--- config.mk ---
export PLATFORM = sky130hd
export DESIGN_NAME = jk_counter_bank_flat
export DESIGN_NICKNAME = d
export VERILOG_FILES = /design/src/rtl/jk_pkg.sv /design/src/rtl/jk_counter_bank_if.sv /design/src/rtl/jk_cell.sv /design/src/rtl/jk_counter_bank.sv /design/src/flat_wrapper.sv
export SDC_FILE = /design/constraint.sdc
export NUM_CORES = 1
export LEC_CHECK = 0
export CAP_MARGIN = 10
export CELL_PAD_IN_SITES_DETAIL_PLACEMENT = 1
export CELL_PAD_IN_SITES_GLOBAL_PLACEMENT = 1
export CORE_ASPECT_RATIO = 1.5
export CORE_MARGIN = 1.5
export CORE_UTILIZATION = 35
export DETAILED_ROUTE_END_ITERATION = 10
export HOLD_SLACK_MARGIN = 0.03
export PLACE_DENSITY = 0.8
export SLEW_MARGIN = 20
export SYNTH_ARGS = -nofsm -noshare
export SYNTH_HDL_FRONTEND = slang
export SYNTH_SLANG_ARGS = --single-unit
--- constraint.sdc ---
create_clock -name clk -period 3.1 [get_ports clk]
set_clock_uncertainty 0.05 [all_clocks]
set_input_delay 0.775 -clock clk [delete_from_list [all_inputs] [get_ports clk]]
set_output_delay 0.775 -clock clk [all_outputs]
set_load 0.01 [all_outputs]
--- src/rtl/jk_pkg.sv ---
// ============================================================================
// jk_pkg : mode encoding and the JK next-state rule used by every cell.
// Revision: 1.0
// ============================================================================
`default_nettype none

package jk_pkg;

  typedef enum logic [1:0] {
    HOLD  = 2'b00,
    JK    = 2'b01,
    LOAD  = 2'b10,
    COUNT = 2'b11
  } mode_e;

  function automatic logic jk_next(input logic q, input logic j, input logic k);
    logic nq;
    case ({j, k})
      2'b00:   nq = q;
      2'b01:   nq = 1'b0;
      2'b10:   nq = 1'b1;
      default: nq = ~q;
    endcase
    return nq;
  endfunction

endpackage

`default_nettype wire

--- src/rtl/jk_counter_bank_if.sv ---
// ============================================================================
// jk_counter_bank_if : control, data and status bundle of the JK counter bank.
// Revision: 1.0
// ============================================================================
`default_nettype none

interface jk_counter_bank_if #(
  parameter int WIDTH = 8
);
  import jk_pkg::*;

  mode_e            mode;
  logic             up;
  logic [WIDTH-1:0] j;
  logic [WIDTH-1:0] k;
  logic [WIDTH-1:0] d;
  logic [WIDTH-1:0] q;
  logic             tc;
  logic             wrap;

  modport master (output mode, up, j, k, d, input  q, tc, wrap);
  modport slave  (input  mode, up, j, k, d, output q, tc, wrap);

endinterface

`default_nettype wire

--- src/rtl/jk_cell.sv ---
// ============================================================================
// jk_cell : single JK flip-flop with asynchronous active-high reset.
// Revision: 1.0
// ============================================================================
`default_nettype none

module jk_cell
  import jk_pkg::*;
(
  input  wire  clk,
  input  wire  rst,
  input  wire  j,
  input  wire  k,
  output logic q
);

  always_ff @(posedge clk or posedge rst) begin
    if (rst) q <= 1'b0;
    else     q <= jk_next(q, j, k);
  end

endmodule

`default_nettype wire

--- src/rtl/jk_counter_bank.sv ---
// ============================================================================
// jk_counter_bank : WIDTH-bit register of JK cells with hold/JK/load/count modes.
// Build option: JKC_SATURATE_EN makes COUNT saturate instead of wrapping.
// Revision: 1.0
// ============================================================================
`default_nettype none

module jk_counter_bank
  import jk_pkg::*;
#(
  parameter int WIDTH   = 8,
  parameter int MODULUS = 2 ** WIDTH
) (
  input wire                clk,
  input wire                rst,
  jk_counter_bank_if.slave  bus
);

  localparam logic [WIDTH-1:0] CNT_MAX = WIDTH'(MODULUS - 1);

  logic [WIDTH-1:0] q_vec;
  logic [WIDTH-1:0] count_next;
  logic             count_wrap;
  logic [WIDTH-1:0] j_mask;
  logic [WIDTH-1:0] k_mask;
  logic             wrap_r;

  // Values above CNT_MAX can only arrive via LOAD/JK; counting up recovers to 0.
  always_comb begin
    count_next = q_vec;
    count_wrap = 1'b0;
    if (bus.up) begin
      if (q_vec == CNT_MAX) begin
        count_wrap = 1'b1;
`ifdef JKC_SATURATE_EN
        count_next = q_vec;
`else
        count_next = '0;
`endif
      end else if (q_vec > CNT_MAX) begin
        count_next = '0;
      end else begin
        count_next = q_vec + WIDTH'(1);
      end
    end else begin
      if (q_vec == '0) begin
        count_wrap = 1'b1;
`ifdef JKC_SATURATE_EN
        count_next = '0;
`else
        count_next = CNT_MAX;
`endif
      end else begin
        count_next = q_vec - WIDTH'(1);
      end
    end
  end

  always_comb begin
    j_mask = '0;
    k_mask = '0;
    case (bus.mode)
      JK: begin
        j_mask = bus.j;
        k_mask = bus.k;
      end
      LOAD: begin
        j_mask = bus.d;
        k_mask = ~bus.d;
      end
      COUNT: begin
        j_mask = q_vec ^ count_next;
        k_mask = q_vec ^ count_next;
      end
      default: begin
        j_mask = '0;
        k_mask = '0;
      end
    endcase
  end

  for (genvar i = 0; i < WIDTH; i++) begin : g_bit
    jk_cell u_cell (
      .clk (clk),
      .rst (rst),
      .j   (j_mask[i]),
      .k   (k_mask[i]),
      .q   (q_vec[i])
    );
  end

  always_ff @(posedge clk or posedge rst) begin
    if (rst) wrap_r <= 1'b0;
    else     wrap_r <= (bus.mode == COUNT) && count_wrap;
  end

  assign bus.q    = q_vec;
  assign bus.wrap = wrap_r;
  assign bus.tc   = bus.up ? (q_vec == CNT_MAX) : (q_vec == '0);

endmodule

`default_nettype wire
--- src/flat_wrapper.sv ---
// flat-port wrapper written by rule: the top's interface ports become plain ports
module jk_counter_bank_flat import jk_pkg::*;
#(
  parameter int WIDTH   = 8,
  parameter int MODULUS = 2 ** WIDTH
)
  (clk, rst, bus_mode, bus_up, bus_j, bus_k, bus_d, bus_q, bus_tc, bus_wrap);
  jk_counter_bank_if #(.WIDTH(WIDTH)) bus_i ();
  input wire clk;
  input wire rst;
  input wire logic [$bits(bus_i.mode)-1:0] bus_mode;
  input wire logic [$bits(bus_i.up)-1:0] bus_up;
  input wire logic [$bits(bus_i.j)-1:0] bus_j;
  input wire logic [$bits(bus_i.k)-1:0] bus_k;
  input wire logic [$bits(bus_i.d)-1:0] bus_d;
  output wire logic [$bits(bus_i.q)-1:0] bus_q;
  output wire logic [$bits(bus_i.tc)-1:0] bus_tc;
  output wire logic [$bits(bus_i.wrap)-1:0] bus_wrap;
  assign bus_i.mode = bus_mode;
  assign bus_i.up = bus_up;
  assign bus_i.j = bus_j;
  assign bus_i.k = bus_k;
  assign bus_i.d = bus_d;
  assign bus_q = bus_i.q;
  assign bus_tc = bus_i.tc;
  assign bus_wrap = bus_i.wrap;
  jk_counter_bank #(.WIDTH(WIDTH), .MODULUS(MODULUS)) u_core (.clk(clk), .rst(rst), .bus(bus_i));
endmodule
==> impl_metrics.json <==
{
  "status": "complete, no violations",
  "dp_cells": 230,
  "io_pins": 39,
  "totalWireLength_mm": 3.935,
  "synth_most_common_cell": "ha_1",
  "syn-num-nets": 205,
  "criticalPathCategory": "primary input to register",
  "hold_slack_ps": 570.5,
  "worst_pin_slew_ps": 690.2,
  "postLayoutCoreUtil_pct": 48.90,
  "path_cells": "clkdlybuf4s50_1 -> buf_4 -> nor3_4 -> or3b_1 -> o22ai_2 -> a221oi_1 -> ha_1 -> nor3b_1 -> a211oi_1",
  "ys.flop_type": "dfrtp_1",
  "crit_family": "simple AND/OR/NAND/NOR gates",
  "syn_area_um2": 1325,
  "antenna_found_initial": 0,
  "drive_gt1_share_pct": 9.948,
  "rsz0062_at_grt": "false",
  "synth_top_area_cell": "ha_1",
  "syn_area_per_cell_um2": 8.440,
  "crit_slowest_cell": "clkdlybuf4s50_1",
  "die_w_um": 53.24,
  "ys_types": 37,
  "synth_edf_count": 0,
  "coreArea_um2": 3649,
  "numCtsBuffers": 3,
  "synth-async-reset-ratio_pct": 100.0,
  "start_util_pct": 36.32,
  "cap_violations": 0,
  "powerDensity_nw_per_um2": 586.1,
  "ir_worst_vdd_uv": 308.1,
  "drc": 0,
  "viasPerCell": 5.966,
  "crit_required_ps": 3170,
  "place_congestion": 0.8420,
  "hpwl_mm": 3.196,
  "drt-pass1-iter-count": 4,
  "clock-root-buffer": "clkbuf_8",
  "vias": 1396,
  "p_leak_nw": 0.7017,
  "synthCells": 157,
  "cts-htree-levels": 1,
  "netlist_top_cells_count": "ha_1, nor2_1, a211oi_1",
  "critPathMaxFanout": 8,
  "nNetsFinal": 240,
  "cts.clk_slew.worst_paths_ps": 50,
  "fmax_ghz": 0.3491,
  "clk_latency_ps": 240,
  "grt_pass1_wl_mm": 6.417,
  "antenna_left": 0,
  "place_ws_ps": -156.0,
  "relSlewSlack_pct": 53.78,
  "layout_setup_ws_ps": 235.3,
  "worst_setup_path_start_kind": "primary input",
  "fill_cells": 444,
  "ys_warn_count": 0,
  "ys_seq_area_share_pct": 17.00,
  "maxSlewViolCount": 0,
  "grt_pass1_vias": 1526,
  "cts_tree": "yes",
  "end_kind": "register",
  "port_buffers": 38,
  "setup_viol": 0,
  "dieArea_um2": 4171,
  "clk_path_buf_depth": 2,
  "stdcell_count": 234,
  "clock-sinks": 9,
  "cp.buffers_inverters": 2,
  "arrival_ps": 2940,
  "syn2layout_area_growth_pct": 34.66,
  "fin_crit_ps": 2865,
  "synthTopCellsByArea": "ha_1, dfrtp_1, a211oi_1",
  "dieHeight_um": 78.36,
  "rows": 27,
  "total_power_mw": 1.046,
  "netlist.area_leader.share_pct": 17.94,
  "grt_overflow": 0,
  "grt_usage_pct": 19.93,
  "hold_class": "register to register",
  "wl_per_cell_um": 16.82,
  "n_antenna_cell": 0,
  "ys_seq_elements": 9,
  "grt_max_degree": 17,
  "first_iter_violations": 31,
  "cpPeakStageDelay_ps": 430,
  "timing.final.crit_share_pct": 92.41,
  "finalHoldViolations": 0
}
## final cells by class
class                           instances  area [µm²]  area share [%]
Multi-Input combinational cell        124       979.7           54.91
Timing Repair Buffer                   48       457.9           25.67
Sequential cell                         9       225.2           12.62
Tap cell                               43       53.80           3.015
Clock buffer                            4       45.04           2.525
Inverter                                6       22.52           1.262
## worst paths after layout
kind                                                           start                                   end  slack [ps]  depth (start not counted)
worst max register to register  u_core.g_bit[1].u_cell.q$_DFFE_PP0P_  u_core.g_bit[0].u_cell.q$_DFFE_PP0P_         490                          9
worst min-delay path            u_core.g_bit[0].u_cell.q$_DFFE_PP0P_  u_core.g_bit[0].u_cell.q$_DFFE_PP0P_         570                          2
worst min register to register  u_core.g_bit[0].u_cell.q$_DFFE_PP0P_  u_core.g_bit[0].u_cell.q$_DFFE_PP0P_         570                          2
max in group asynchronous                                        rst  u_core.g_bit[6].u_cell.q$_DFFE_PP0P_        1940                          2
min in group asynchronous                                        rst  u_core.g_bit[2].u_cell.q$_DFFE_PP0P_         770                          2
worst max-delay path                                          bus_up  u_core.g_bit[5].u_cell.q$_DFFE_PP0P_         240                          9
## logic make-up after synthesis
group                      synth area share (%)
xor gates and xnor gates                  1.322
and+or+nand+nor                           24.55
AOI/OAI and AO/OA                         29.46
adders and majority gates                 17.94
DFF                                       17.00
buffers and inverters                     9.726
## worst reg2reg max path: stages (launching register included)
cell,delay [ps]
dfrtp_1,340
buf_4,170
ha_1,290
nand4_1,210
nand2b_1,230
o2111a_1,280
a211oi_1,320
ha_1,310
nor3b_1,150
a211oi_1,170
## metal layers
metal  global-route usage, %  wire, µm  vias to the layer above
li1                        -         -                      667
met1                   21.36      1596                      699
met2                   38.02      2196                       25
met3                   1.521        86                        5
met4                   7.436        55                        0
met5                       0         0                        -
## power breakdown
part	leakage, nW	switching, mW	internal, mW
registers	0.105	0.0828	0.166
clock network	0.0228	0.0584	0.0907
logic	0.574	0.321	0.326
total	0.702	0.463	0.583
## state kept, by name, summed over array words and instances (netlist names)
name and count:
u_core.bus.wrap 1, u_core.g_bit.u_cell.q 8
## stage by stage
stage          area (µm²)  setup TNS (ps)
2_1_floorplan        1325               0
3_3_place_gp         1728          -6.350
3_5_place_dp         1728          -985.1
4_1_cts              1773               0
5_1_grt              1784               0
6_report             1784               0
## repair_timing
item,CTS,global route
setup endpoints to repair,0,1
setup buffers,0,0
gates resized for setup,0,2
hold buffers,0,0
## cells in the final DEF, fill, tap and decap left out, types with 2 or more instances in the layout
| master | count |
|---|---|
| nand2_1 | 3 |
| buf_4 | 10 |
| ha_1 | 19 |
| xnor2_1 | 2 |
| nor3b_1 | 8 |
| a221oi_1 | 8 |
| nor3_1 | 5 |
| nand2b_1 | 2 |
| inv_1 | 6 |
| clkdlybuf4s50_1 | 37 |
| nand4_1 | 4 |
| a221o_1 | 8 |
| nor2_1 | 17 |
| nor2b_1 | 7 |
| dfrtp_1 | 9 |
| a21oi_1 | 3 |
| nand3_1 | 5 |
| clkbuf_8 | 3 |
| a211oi_1 | 16 |
Note: power is estimated with default switching activity, not from simulation.
==> edit, RTL diff (config.mk and constraints unchanged) <==
Make the reset (`rst`) synchronous in 2 clocked blocks. Comments in the files are not updated.
--- a/src/rtl/jk_cell.sv
+++ b/src/rtl/jk_cell.sv
@@ -14,7 +14,7 @@
   output logic q
 );
 
-  always_ff @(posedge clk or posedge rst) begin
+  always_ff @(posedge clk) begin
     if (rst) q <= 1'b0;
     else     q <= jk_next(q, j, k);
   end
--- a/src/rtl/jk_counter_bank.sv
+++ b/src/rtl/jk_counter_bank.sv
@@ -89,7 +89,7 @@
     );
   end
 
-  always_ff @(posedge clk or posedge rst) begin
+  always_ff @(posedge clk) begin
     if (rst) wrap_r <= 1'b0;
     else     wrap_r <= (bus.mode == COUNT) && count_wrap;
   end
Behaviour: differs if rst is asserted again (counterexample within 4 cycles, from zero or initial values and one cycle with rst high); with rst held inactive, the same outputs for 10 cycles.
==> edit against the original RTL <==
Worst setup slack got worse by 51 ps; sequential cell count unchanged; cell area shrank 4.6%; power shrank 20%; wire length increased by 5.3%; core utilization up 0.95 points; combinational power down 24%; hold slack worse by 78 ps; synthesized area is 5.6% lower; critical path type is now reg2out; largest power group unchanged; highest routed layer unchanged.
==> edit: results (changes against the original RTL) <==
| Metric | Value |
|---|---|
| Slew @ Worst Pin | `548 ps (-142 ps)` |
| Via count of the first global-routing pass | `1,464 (-4.1%)` |
| Total CTS buffers | `3 (unchanged)` |
| Hold EP | `u_core.g_bit[7].u_cell.q` |
| Clock buffer depth | `2 (unchanged)` |
| Fraction of final layout cells with drive strength greater than 1 | `0.0905 (-0.00902)` |
| Cell count of the worst reg-to-reg path | `11 (+2)` |
| Count of buffers inserted at the top-level ports | `38 (unchanged)` |
| Final WL | `4140 um (+5.3%)` |
| Biggest register | `u_core.g_bit.u_cell.q` |
| Number of detailed-route iterations in the first pass | `4 (unchanged)` |
| Run status | `complete, no violations` |
| Most instantiated cells after synthesis | `ha_1, nand2_1, inv_1, nor2_1` |
| Placed wire-length estimate after detailed placement | `3260 um (+2.1%)` |
| Leakage power total | `0.672 nW (-4.2%)` |
| Syn nets | `212 (+3.4%)` |
| Warnings, synthesis | `0 (unchanged)` |
| Synth top area cells | `ha_1, dfxtp_1, a31oi_1` |
| Clock-pin slew reported for the worst setup and hold paths after clock tree synthesis | `50 ps (about the same)` |
| Post-synth top flop | `dfxtp_1` |
| First-pass GRT wire length | `6850 um (+6.8%)` |
| Worst-case register-to-register setup slack | `340 ps (-150 ps)` |
| Worst Hold Class | `reg2reg` |
| Count of buffers added by post-CTS timing repair for setup | `0 (unchanged)` |
| Worst-case vdd ir drop | `0.269 mV (-13%)` |
| Clk_lat worst skew | `240 ps (about the same)` |
| Share of the yosys chip area belonging to registers | `0.144 (-0.0260)` |
| Number of antenna violations at the first check in global routing | `0 (unchanged)` |
| Hold depth | `2 (unchanged)` |
| Final weighted congestion in routability-driven placement | `0.936 (+11%)` |
| Number of flip-flops in the largest register | `8 (unchanged)` |
| Destination of the worst register-to-register timing path | `u_core.g_bit[0].u_cell.q` |
| All-Layer GR Usage | `0.223 (+0.0236)` |
| Pin count of the biggest net entering global routing | `22 (+5)` |
| Number of nets in the layout | `248 (+3.3%)` |
| Number of vias after detailed routing | `1,449 (+3.8%)` |
| Hold Startpoint | `u_core.g_bit[7].u_cell.q` |
| Maximum fanout count along the critical path | `8 (unchanged)` |
| Arr. time, crit path | `2090 ps (-850 ps)` |
| Initial DRC Count | `19 (-39%)` |
| Proportion of synthesized flip-flops having asynchronous set or reset | `0 (-1.00)` |
| Number of antenna repair diodes | `0 (unchanged)` |
| Worst r2r src | `u_core.g_bit[0].u_cell.q` |
-- edit: changes by cell type after synthesis, sizes merged, moves of 3 or more --
cell    change
a211oi     -10
nor3b       -8
a221oi      -3
inv         +6
nor2b       -6
nand2      +10
nor3        +3
dfxtp       +9
nor2        -5
a31oi       +9
dfrtp       -9
a21oi       +7
-- edit: worst max-delay path by stage --
stage	from	endpoint	slack, ps	cells after the start
floorplan	bus_up	u_core.g_bit[0].u_cell.q	570	9
global placement	bus_up	bus_tc	-20	5
detailed placement	bus_mode[1]	u_core.g_bit[6].u_cell.q	-90	7
CTS	bus_mode[1]	u_core.g_bit[6].u_cell.q	160	7
global route	u_core.g_bit[0].u_cell.q	bus_tc	50	6
finish	u_core.g_bit[0].u_cell.q	bus_tc	180	6
-- edit: area by class of cell --
| type | count | area [um^2] |
|---|---|---|
| clock buffer | 4 | 45.0 |
| fill | 442 | 1710 |
| inverter | 12 | 45.0 |
| multi-input combinational | 126 | 926 |
| sequential | 9 | 180 |
| tap | 42 | 52.6 |
| timing repair buffer | 48 | 454 |
-- edit: cell families (layout without fill, tap and decap cells) --
logic type / after synthesis / count (layout) / synth area share
mux: 1 / 1 / 0.00800
fa+ha+maj: 19 / 19 / 0.190
compound gates: 50 / 50 / 0.295
xor+xnor: 2 / 2 / 0.0140
simple gates: 54 / 54 / 0.231
flops: 9 / 9 / 0.144
buf+inv: 29 / 64 / 0.118
-- edit: repair_timing --
action | in CTS | in global routing
hold buffers | 0 | 0
gates resized for setup | 1 | 1
setup endpoints to repair | 1 | 2
-- edit: routing by layer --
layer | global-route usage | vias to the layer above | part of all wire
met1 | 0.251 | 731 | 0.40
met5 | 0 | - | 0
met3 | 0.0176 | 5 | 0.022
met2 | 0.419 | 22 | 0.57
li1 | - | 691 | -
met4 | 0.0684 | 0 | 0.012
-- edit: critical path: stages (launching register included) --
cell	delay (ps)
dfxtp_1	380
inv_1	170
ha_1	160
nor3b_1	400
nand3_4	110
nand2_1	90
clkdlybuf4s50_1	540
-- edit: through the flow --
step	instance area [um^2]	util	hold slack [ps]	std cells	setup WS [ps]
final	1700	0.499	492	241	185
after global routing	1700	0.499	532	241	47.9
after CTS	1700	0.498	495	241	158
after detailed placement	1660	0.485	480	237	-91.1
after global placement	1660	0.485	453	237	-21.2
after floorplan	1250	-	417	164	571
-- edit: where the power goes --
part           switching [mW]  internal, mW  leakage [nW]
Combinational           0.242         0.248         0.575
Sequential             0.0638         0.143        0.0742
Clock                  0.0539        0.0903        0.0228
Total                   0.360         0.482         0.672
